`src/rtl/imem_loader_pkg.sv`:
```
// Shared definitions for the instruction-memory loader.
//   IMEM_DEPTH_WORDS : instruction RAM capacity in words (IM decodes Address[9:2])
//   RESET_PC         : CPU reset PC; the first word is written here
//   loader_state_e   : loader FSM state encoding
package imem_loader_pkg;

    localparam int unsigned IMEM_DEPTH_WORDS = 256;
    localparam logic [31:0] RESET_PC         = 32'h0000_0000;

    typedef enum logic [2:0] {
        StIdle,
        StLenHi,
        StLenLo,
        StData,
        StChk,
        StDone,
        StErr
    } loader_state_e;

endpackage

```
`src/rtl/imem_loader_word_assembler.sv`:
```
// Packs a byte stream into big-endian 32-bit words.
//   clk, reset  : rising-edge clock, synchronous active-high reset
//   clear       : restart at byte 0 of a new word (drops any pending strobe)
//   byte_valid  : byte_data is consumed this cycle
//   byte_data   : stream byte, MSB-first within each word
//   last_byte   : the byte consumed this cycle completes a word
//   word_valid  : one-cycle strobe, the cycle after the 4th byte
//   word        : last completed word (held until the next one completes)
module imem_loader_word_assembler (
    input  logic        clk,
    input  logic        reset,
    input  logic        clear,
    input  logic        byte_valid,
    input  logic [7:0]  byte_data,
    output logic        last_byte,
    output logic        word_valid,
    output logic [31:0] word
);

    logic [1:0]  cnt_q;
    logic [23:0] shift_q;
    logic [31:0] word_q;
    logic        valid_q;

    assign last_byte  = (cnt_q == 2'd3);
    assign word_valid = valid_q;
    assign word       = word_q;

    // The first three bytes sit in shift_q; the fourth lands straight in word_q, so the
    // output word stays stable while the next word starts shifting in.
    always_ff @(posedge clk) begin
        if (reset) begin
            cnt_q   <= 2'd0;
            shift_q <= 24'h0;
            word_q  <= 32'h0;
            valid_q <= 1'b0;
        end else if (clear) begin
            cnt_q   <= 2'd0;
            valid_q <= 1'b0;
        end else begin
            valid_q <= byte_valid && last_byte;
            if (byte_valid) begin
                cnt_q   <= cnt_q + 2'd1;
                shift_q <= {shift_q[15:0], byte_data};
                if (last_byte) begin
                    word_q <= {shift_q, byte_data};
                end
            end
        end
    end

endmodule

```
`src/rtl/imem_loader.sv`:
```
// Instruction RAM loader: receives a length-prefixed byte stream, writes big-endian words to
// consecutive word addresses from BASE_ADDR and holds the CPU while doing so.
// Frame: LEN_HI, LEN_LO (word count N), N x 4 data bytes [, checksum byte].
// Optional feature macro: IMEM_LOADER_CHECKSUM_EN adds a trailing XOR-of-data-bytes checksum.
//   clk, reset   : rising-edge clock, synchronous active-high reset
//   start        : pulse, begins a session from IDLE/DONE/ERR
//   rx_data/rx_valid/rx_ready : byte stream handshake
//   mem_we/mem_addr/mem_wdata : instruction RAM write port
//   cpu_hold     : stall/flush the CPU while high
//   done/error   : status of the last session
//   words_loaded : words written in the current/last session
module imem_loader
    import imem_loader_pkg::*;
#(
    parameter int unsigned DEPTH_WORDS = IMEM_DEPTH_WORDS,
    parameter logic [31:0] BASE_ADDR   = RESET_PC
) (
    input  logic        clk,
    input  logic        reset,
    input  logic        start,
    input  logic [7:0]  rx_data,
    input  logic        rx_valid,
    output logic        rx_ready,
    output logic        mem_we,
    output logic [31:0] mem_addr,
    output logic [31:0] mem_wdata,
    output logic        cpu_hold,
    output logic        done,
    output logic        error,
    output logic [15:0] words_loaded
);

    loader_state_e state_q, state_d;
    logic [15:0]   len_q, len_d;
    logic [15:0]   words_q, words_d;
    logic [31:0]   addr_q, addr_d;
    logic          rx_fire, data_fire, start_ok, last_byte, word_done;
    logic [15:0]   len_full;

`ifdef IMEM_LOADER_CHECKSUM_EN
    localparam bit ChkEn = 1'b1;
    logic [7:0] chk_q;

    always_ff @(posedge clk) begin
        if (reset || start_ok) begin
            chk_q <= 8'h00;
        end else if (data_fire) begin
            chk_q <= chk_q ^ rx_data;
        end
    end
`else
    localparam bit ChkEn = 1'b0;
    logic [7:0] chk_q;
    assign chk_q = 8'h00;
`endif

    assign rx_fire   = rx_valid && rx_ready;
    assign data_fire = rx_fire && (state_q == StData);
    assign word_done = data_fire && last_byte;
    assign start_ok  = start && (state_q == StIdle || state_q == StDone || state_q == StErr);
    assign len_full  = {len_q[15:8], rx_data};

    imem_loader_word_assembler u_asm (
        .clk        (clk),
        .reset      (reset),
        .clear      (start_ok),
        .byte_valid (data_fire),
        .byte_data  (rx_data),
        .last_byte  (last_byte),
        .word_valid (mem_we),
        .word       (mem_wdata)
    );

    always_comb begin
        unique case (state_q)
            StLenHi, StLenLo, StChk: rx_ready = 1'b1;
            // Stop accepting once every data byte has arrived; the final write still pends.
            StData:                  rx_ready = (words_q != len_q);
            default:                 rx_ready = 1'b0;
        endcase
    end

    always_comb begin
        state_d = state_q;
        len_d   = len_q;
        words_d = words_q;
        addr_d  = addr_q;
        // words_loaded counts a word at its 4th byte so it reads k+1 during that word's strobe.
        if (word_done) begin
            words_d = words_q + 16'd1;
        end
        if (mem_we) begin
            addr_d = addr_q + 32'd4;
        end
        unique case (state_q)
            StIdle, StDone, StErr: begin
                if (start) begin
                    state_d = StLenHi;
                    words_d = 16'd0;
                    addr_d  = BASE_ADDR;
                end
            end
            StLenHi: begin
                if (rx_fire) begin
                    len_d   = {rx_data, len_q[7:0]};
                    state_d = StLenLo;
                end
            end
            StLenLo: begin
                if (rx_fire) begin
                    len_d = len_full;
                    if (len_full == 16'd0) begin
                        state_d = ChkEn ? StChk : StDone;
                    end else if ({16'h0, len_full} > DEPTH_WORDS) begin
                        state_d = StErr;
                    end else begin
                        state_d = StData;
                    end
                end
            end
            StData: begin
                if (ChkEn && word_done && (words_q + 16'd1 == len_q)) begin
                    state_d = StChk;
                end else if (!ChkEn && mem_we && (words_q == len_q)) begin
                    // Last word strobing this cycle; leave hold asserted through it.
                    state_d = StDone;
                end
            end
            StChk: begin
                if (rx_fire) begin
                    state_d = (rx_data == chk_q) ? StDone : StErr;
                end
            end
            default: state_d = StIdle;
        endcase
    end

    always_ff @(posedge clk) begin
        if (reset) begin
            state_q <= StIdle;
            len_q   <= 16'd0;
            words_q <= 16'd0;
            addr_q  <= BASE_ADDR;
        end else begin
            state_q <= state_d;
            len_q   <= len_d;
            words_q <= words_d;
            addr_q  <= addr_d;
        end
    end

    assign mem_addr     = addr_q;
    assign words_loaded = words_q;
    assign done         = (state_q == StDone);
    assign error        = (state_q == StErr);
    assign cpu_hold     = (state_q == StLenHi) || (state_q == StLenLo) || (state_q == StData) ||
                          (state_q == StChk) || (state_q == StErr);

endmodule

```
`config.mk`:
```
export PLATFORM = sky130hd
export DESIGN_NAME = imem_loader
export DESIGN_NICKNAME = d
export VERILOG_FILES = /design/src/rtl/imem_loader_pkg.sv /design/src/rtl/imem_loader_word_assembler.sv /design/src/rtl/imem_loader.sv
export SDC_FILE = /design/constraint.sdc
export NUM_CORES = 1
export LEC_CHECK = 0
export CORE_MARGIN = 5
export CORE_UTILIZATION = 30
export DETAILED_ROUTE_END_ITERATION = 16
export HOLD_SLACK_MARGIN = 0.06
export SYNTH_ARGS = -nofsm -noshare
export SYNTH_HDL_FRONTEND = slang
export SYNTH_SLANG_ARGS = --single-unit
```
`constraint.sdc`:
```
create_clock -name clk -period 2.3 [get_ports clk]
set_clock_uncertainty 0.15 [all_clocks]
set_input_delay 0.345 -clock clk [delete_from_list [all_inputs] [get_ports clk]]
set_output_delay 0.345 -clock clk [all_outputs]
set_load 0.01 [all_outputs]
```
---- Word level (Yosys, flattened, before mapping) ----
Cells that the tools add are included.
Widths: inputs -> output; s select.
word-level totals
  bits in registers ....................... 126
  latch bits .............................. 0
  memory bits (writable) .................. 0
  bits in read-only memories .............. 0
  memories ................................ 0
cells by class
  add/sub/neg operators ................... 3
  $mul .................................... 0
  div/mod/pow operators ................... 0
  order comparisons ....................... 1
  equality and inequality tests ........... 14
  shifts and indexed selects .............. 0
  mux-type cells .......................... 19
  bitwise operators ....................... 3
  reductions and logical operators ........ 22
operator list
  operator               count
  $mux 32                3
  $mux 16                4
  $add 32x3->32 const B  1
  $pmux 16 s2            1
  $mux 3                 7
  $add 16x1->16 const B  1
  $eq 16x16->1           1
  $gt 16x9->1 const B    1
  $logic_not 16->1       1
  $ne 16x16->1           1
  $pmux 3 s5             1
  $eq 3x3->1 const B     3
  $reduce_and 3->1       3
  $logic_not 8->1        1
  $mux 8                 1
  $ne 2x2->1 const B     4
  $eq 3x2->1 const B     2
  $logic_or 1x1->1       6
  $reduce_or 3->1        2
  $logic_and 1x1->1      5
  $reduce_and 5->1       1
  $eq 3x1->1 const B     1
  $logic_not 3->1        1
  $not 1->1              3
  7 further kinds        7

---- Depth between registers and ports, before layout ----
  depth in word-level cells ............... 9
  gate-level depth with buffers ........... 8
  depth with buffers taken out ............ 6

---- By module ----
Synthesis repeated with hierarchy kept, for this count alone.
unflattened totals
  cells, all modules ...................... 625
  area total of the unflattened synthesis .. 5,316.3 um^2
by module, submodules not included
  module                      instances  cells an instance  area each (um^2)  sequential area each (um^2)
  imem_loader                 1          367                3,138.0           1,301.2
  imem_loader_word_assembler  1          258                2,178.3           1,181.1

---- Least setup slack after synthesis ----
Ideal clock, no wire load.
  path type ............................... flip-flop to output port
  start point ............................. register words_q[2] (netlist: words_loaded[2])
  end point ............................... output port rx_ready
  arrival ................................. 1.770 ns
  data required time ...................... 1.805 ns
  slack ................................... 0.035 ns
  stages on the path, launching flop included .. 8
  buffers on the path ..................... 2
  cells stage by stage .................... dfxtp_1 -> buf_6 -> xnor2_1 -> nand4_1 -> nor4_4 -> buf_6 -> a21oi_1 -> o21a_1
on the way
  longest elaborated chain between the ends .. 2
RTL lines
  element                 RTL line            text
  start, declared         imem_loader.sv:35   logic [15:0] words_q, words_d;
  start signal, assigned  imem_loader.sv:147  words_q <= words_d;
  $ne 16x16->1            imem_loader.sv:78   StData: rx_ready = (words_q != len_q);
  $pmux 1 s2              imem_loader.sv:75   unique case (state_q)
  end, declared           imem_loader.sv:23   output logic rx_ready,
No other way between the ends.

---- Worst setup path after layout ----
  start point ............................. register len_q[1]
  end point ............................... output port rx_ready
on the way
  longest elaborated chain between the ends .. 2
RTL lines
  element                 RTL line            text
  start, declared         imem_loader.sv:34   logic [15:0] len_q, len_d;
  start signal, assigned  imem_loader.sv:146  len_q <= len_d;
  $ne 16x16->1            imem_loader.sv:78
  $pmux 1 s2              imem_loader.sv:75
No other way between the ends.

==> results.toml <==
[cells_and_area]
area_growth_syn_to_layout_pct = 38.5
nets = 739
fillerInstances = 1823
final_util = 0.419
num_antenna_cells = 0
post_route_cells_drive_above_1_share = 0.174

[die]
fp.dieW_um = 147
pin_count = 97
core_um2 = 18500
initial_core_util = 0.303
die_y_um = 147
die-area_um2 = 21500
row_count = 50

[worst_hold_path]
min_from = "reset"
hold_class = "in2reg"
whs_path_depth = 3
hold_end = "len_q[9]$_SDFFE_PP0P_"

[clock_network]
path_clk_slew_ns = 0.06
cts-htree-levels = 4
clkSinkCount = 124
cts_buffers = 17
cts_hold_buf = 0
post-cts-setup-buffers = 0
cts_tree = "yes"
clock_latency_ns = 0.42
cts-root-buf = "clkbuf_16"
clock_path_buffers = 2

[sta]
layout_min_cycle_time_ns = 2.31
setup_tns_ns = -0.0127
setup_viol = 1
rsz0062_at_grt = "yes"
fin_ws_ns = -0.0127
fin_crit_sh = 1.01
final-hold-violation-count = 0
whs_ns = 0.311
fmax_mhz = 432
slew_viol_final = 0

[routing]
wl_met3_um = 941
first_pass_iters = 4
via_per_inst = 4.66
m1WireLength_mm = 6.65
met2_length_mm = 6.49
dr_total_vias = 4525
drc = 0
ant_nets = 0
dr.max_layer_used = "met4"
post_drt_wl_per_cell_um = 14.7
drt_wl_total_mm = 14.3
drtIter0Drc = 293

[global_routing]
grt_usage = 0.136
grt_pass1_vias = 4522
grt_overflow = 0
grt_max_degree = 86
grt_pass1_wl_mm = 23.8
antenna_found_initial = 0

[synthesis]
syn_area_per_cell_um2 = 9.50
ys_warn_count = 0
ys_types = 48
synth.cell_area_um2 = 5600
syn_inst = 590
synth_common_cells = "dfxtp_1, mux2i_1, nand2b_1"
synth_most_common_cell = "dfxtp_1"
synth_seq_cells = 124
synth_edf_count = 0
synthArstFlopShare = 0
synth_area_leader_cell = "dfxtp_1"
yosys-top-cells-area = "dfxtp_1, mux2i_1, nand2b_1"
synth_top_flop_cell = "dfxtp_1"
seq_area_frac_synth = 0.443
synth_top_area_frac = 0.443

[place]
dp_hpwl_mm = 10.2
gp_congestion = 0.838
port_buffers = 94

[worst_setup_path]
r2r_end = "u_asm.word[12]$_SDFFE_PP0P_"
crit_type = "reg2out"
r2r_setup_slack_ns = 0.20
rr_worst_depth = 7
r2r_start = "len_q[1]$_SDFFE_PP0P_"
crit_arrival_ns = 1.82
startpoint_type = "register"
cp_max_fo = 2
endpoint_kind = "output port"
required_ns = 1.80

[power]
p_per_area_nw_per_um2 = 800
p_leak_uw = 0.00272
peakVddDrop_uv = 771

[run_status]
status = "finished with violations"
failed_checks = "negative setup slack"

[job]
cap_violations = 0
==> sequential cells by signal (all words and copies together), names as in the netlist <==
name              flops
u_asm.word           32
mem_addr             30
u_asm.shift_q        24
len_q                16
words_loaded         16
state_q               3
u_asm.cnt_q           2
u_asm.word_valid      1
==> layer usage <==
metal / GRT usage / vias to the layer above
li1: - / 2316
met1: 0.182 / 2085
met2: 0.209 / 112
met3: 0.0456 / 12
met4: 0.0372 / 0
met5: 0 / -
==> cells by family (layout without fill, tap and decap cells) <==
kind of cell | count (synthesis) | in the layout | share of synthesized area
fa+ha+maj | 3 | 3 | 0.00670
flops | 124 | 124 | 0.443
other cells | 1 | 2 | 0.000669
simple gates | 250 | 250 | 0.248
xor+xnor | 46 | 46 | 0.0719
mux | 75 | 75 | 0.134
buf+inv | 41 | 187 | 0.0415
compound gates | 50 | 50 | 0.0547
==> cell type report <==
class	instances	area [um^2]	area share
Tap cell	234	293	0.0377
Inverter	4	15.0	0.00193
Clock buffer	18	439	0.0566
Clock inverter	14	155	0.0200
Sequential cell	124	2510	0.324
Timing Repair Buffer	151	1400	0.181
Multi-Input combinational cell	426	2950	0.379
==> worst max path at each step <==
| stage | cells past startpoint | slack (ns) | start | endpoint |
|---|---|---|---|---|
| 6_report | 6 | -0.01 | len_q[1]$_SDFFE_PP0P_ | rx_ready |
| 4_1_cts | 6 | -0.10 | words_loaded[8]$_SDFF_PP0_ | rx_ready |
| 3_3_place_gp | 6 | -0.02 | rx_valid | words_loaded[11]$_SDFF_PP0_ |
| 5_1_grt | 6 | -0.08 | words_loaded[6]$_SDFF_PP0_ | rx_ready |
| 3_5_place_dp | 6 | -0.03 | rx_valid | words_loaded[11]$_SDFF_PP0_ |
| 2_1_floorplan | 7 | 0.04 | words_loaded[2]$_SDFF_PP0_ | rx_ready |
==> placed cells by master, fill, tap and decap left out, types with 4 or more instances in the layout <==
master / netlist / final
buf_4: 2 / 54
nor4_1: 9 / 9
clkinv_4: 0 / 5
o21ai_0: 10 / 10
clkdlybuf4s50_1: 0 / 90
mux2i_1: 75 / 75
clkbuf_16: 0 / 17
inv_1: 4 / 4
o211ai_1: 7 / 7
a21oi_1: 18 / 18
or4_1: 9 / 9
dfxtp_2: 0 / 21
and3_1: 14 / 14
or3_1: 9 / 9
inv_6: 0 / 4
nand2_1: 31 / 31
xnor2_1: 29 / 22
nand3_1: 17 / 17
nand2b_1: 68 / 68
nor3_1: 9 / 9
dfxtp_1: 124 / 102
nor2_1: 50 / 50
xnor2_2: 0 / 7
nand4_1: 17 / 17
xor2_1: 17 / 17
==> worst max-delay path, cell delays in order (launching register included) <==
cell     delay (ns)
dfxtp_1        0.37
xnor2_2        0.12
nand4_1        0.16
nor4_4         0.34
a21oi_1        0.11
o21a_1         0.18
buf_6          0.12
==> what timing repair did <==
action                                  in CTS  in global routing
resized for setup                           15                 23
pin swaps                                    4                 11
endpoints found under the setup margin       4                  6
==> power by group <==
| part | leakage, uW | switching [uW] | internal (uW) | total, uW |
|---|---|---|---|---|
| Clock | 0.000289 | 1120 | 1560 | 2680 |
| Sequential | 0.00101 | 76.4 | 2220 | 2290 |
| Combinational | 0.00142 | 708 | 532 | 1240 |
==> metrics by stage <==
| stage | area, um^2 | total power [uW] | setup slack (ns) | cells |
|---|---|---|---|---|
| after floorplan | 5610 | 3180 | 0.0351 | 591 |
| after global placement | 7080 | 3550 | -0.0225 | 939 |
| after detailed placement | 7080 | 3550 | -0.0296 | 939 |
| after CTS | 7690 | 6230 | -0.103 | 971 |
| after global routing | 7760 | 6500 | -0.0813 | 971 |
| final | 7760 | 6210 | -0.0127 | 971 |
Power figures use the tool's default switching activity.
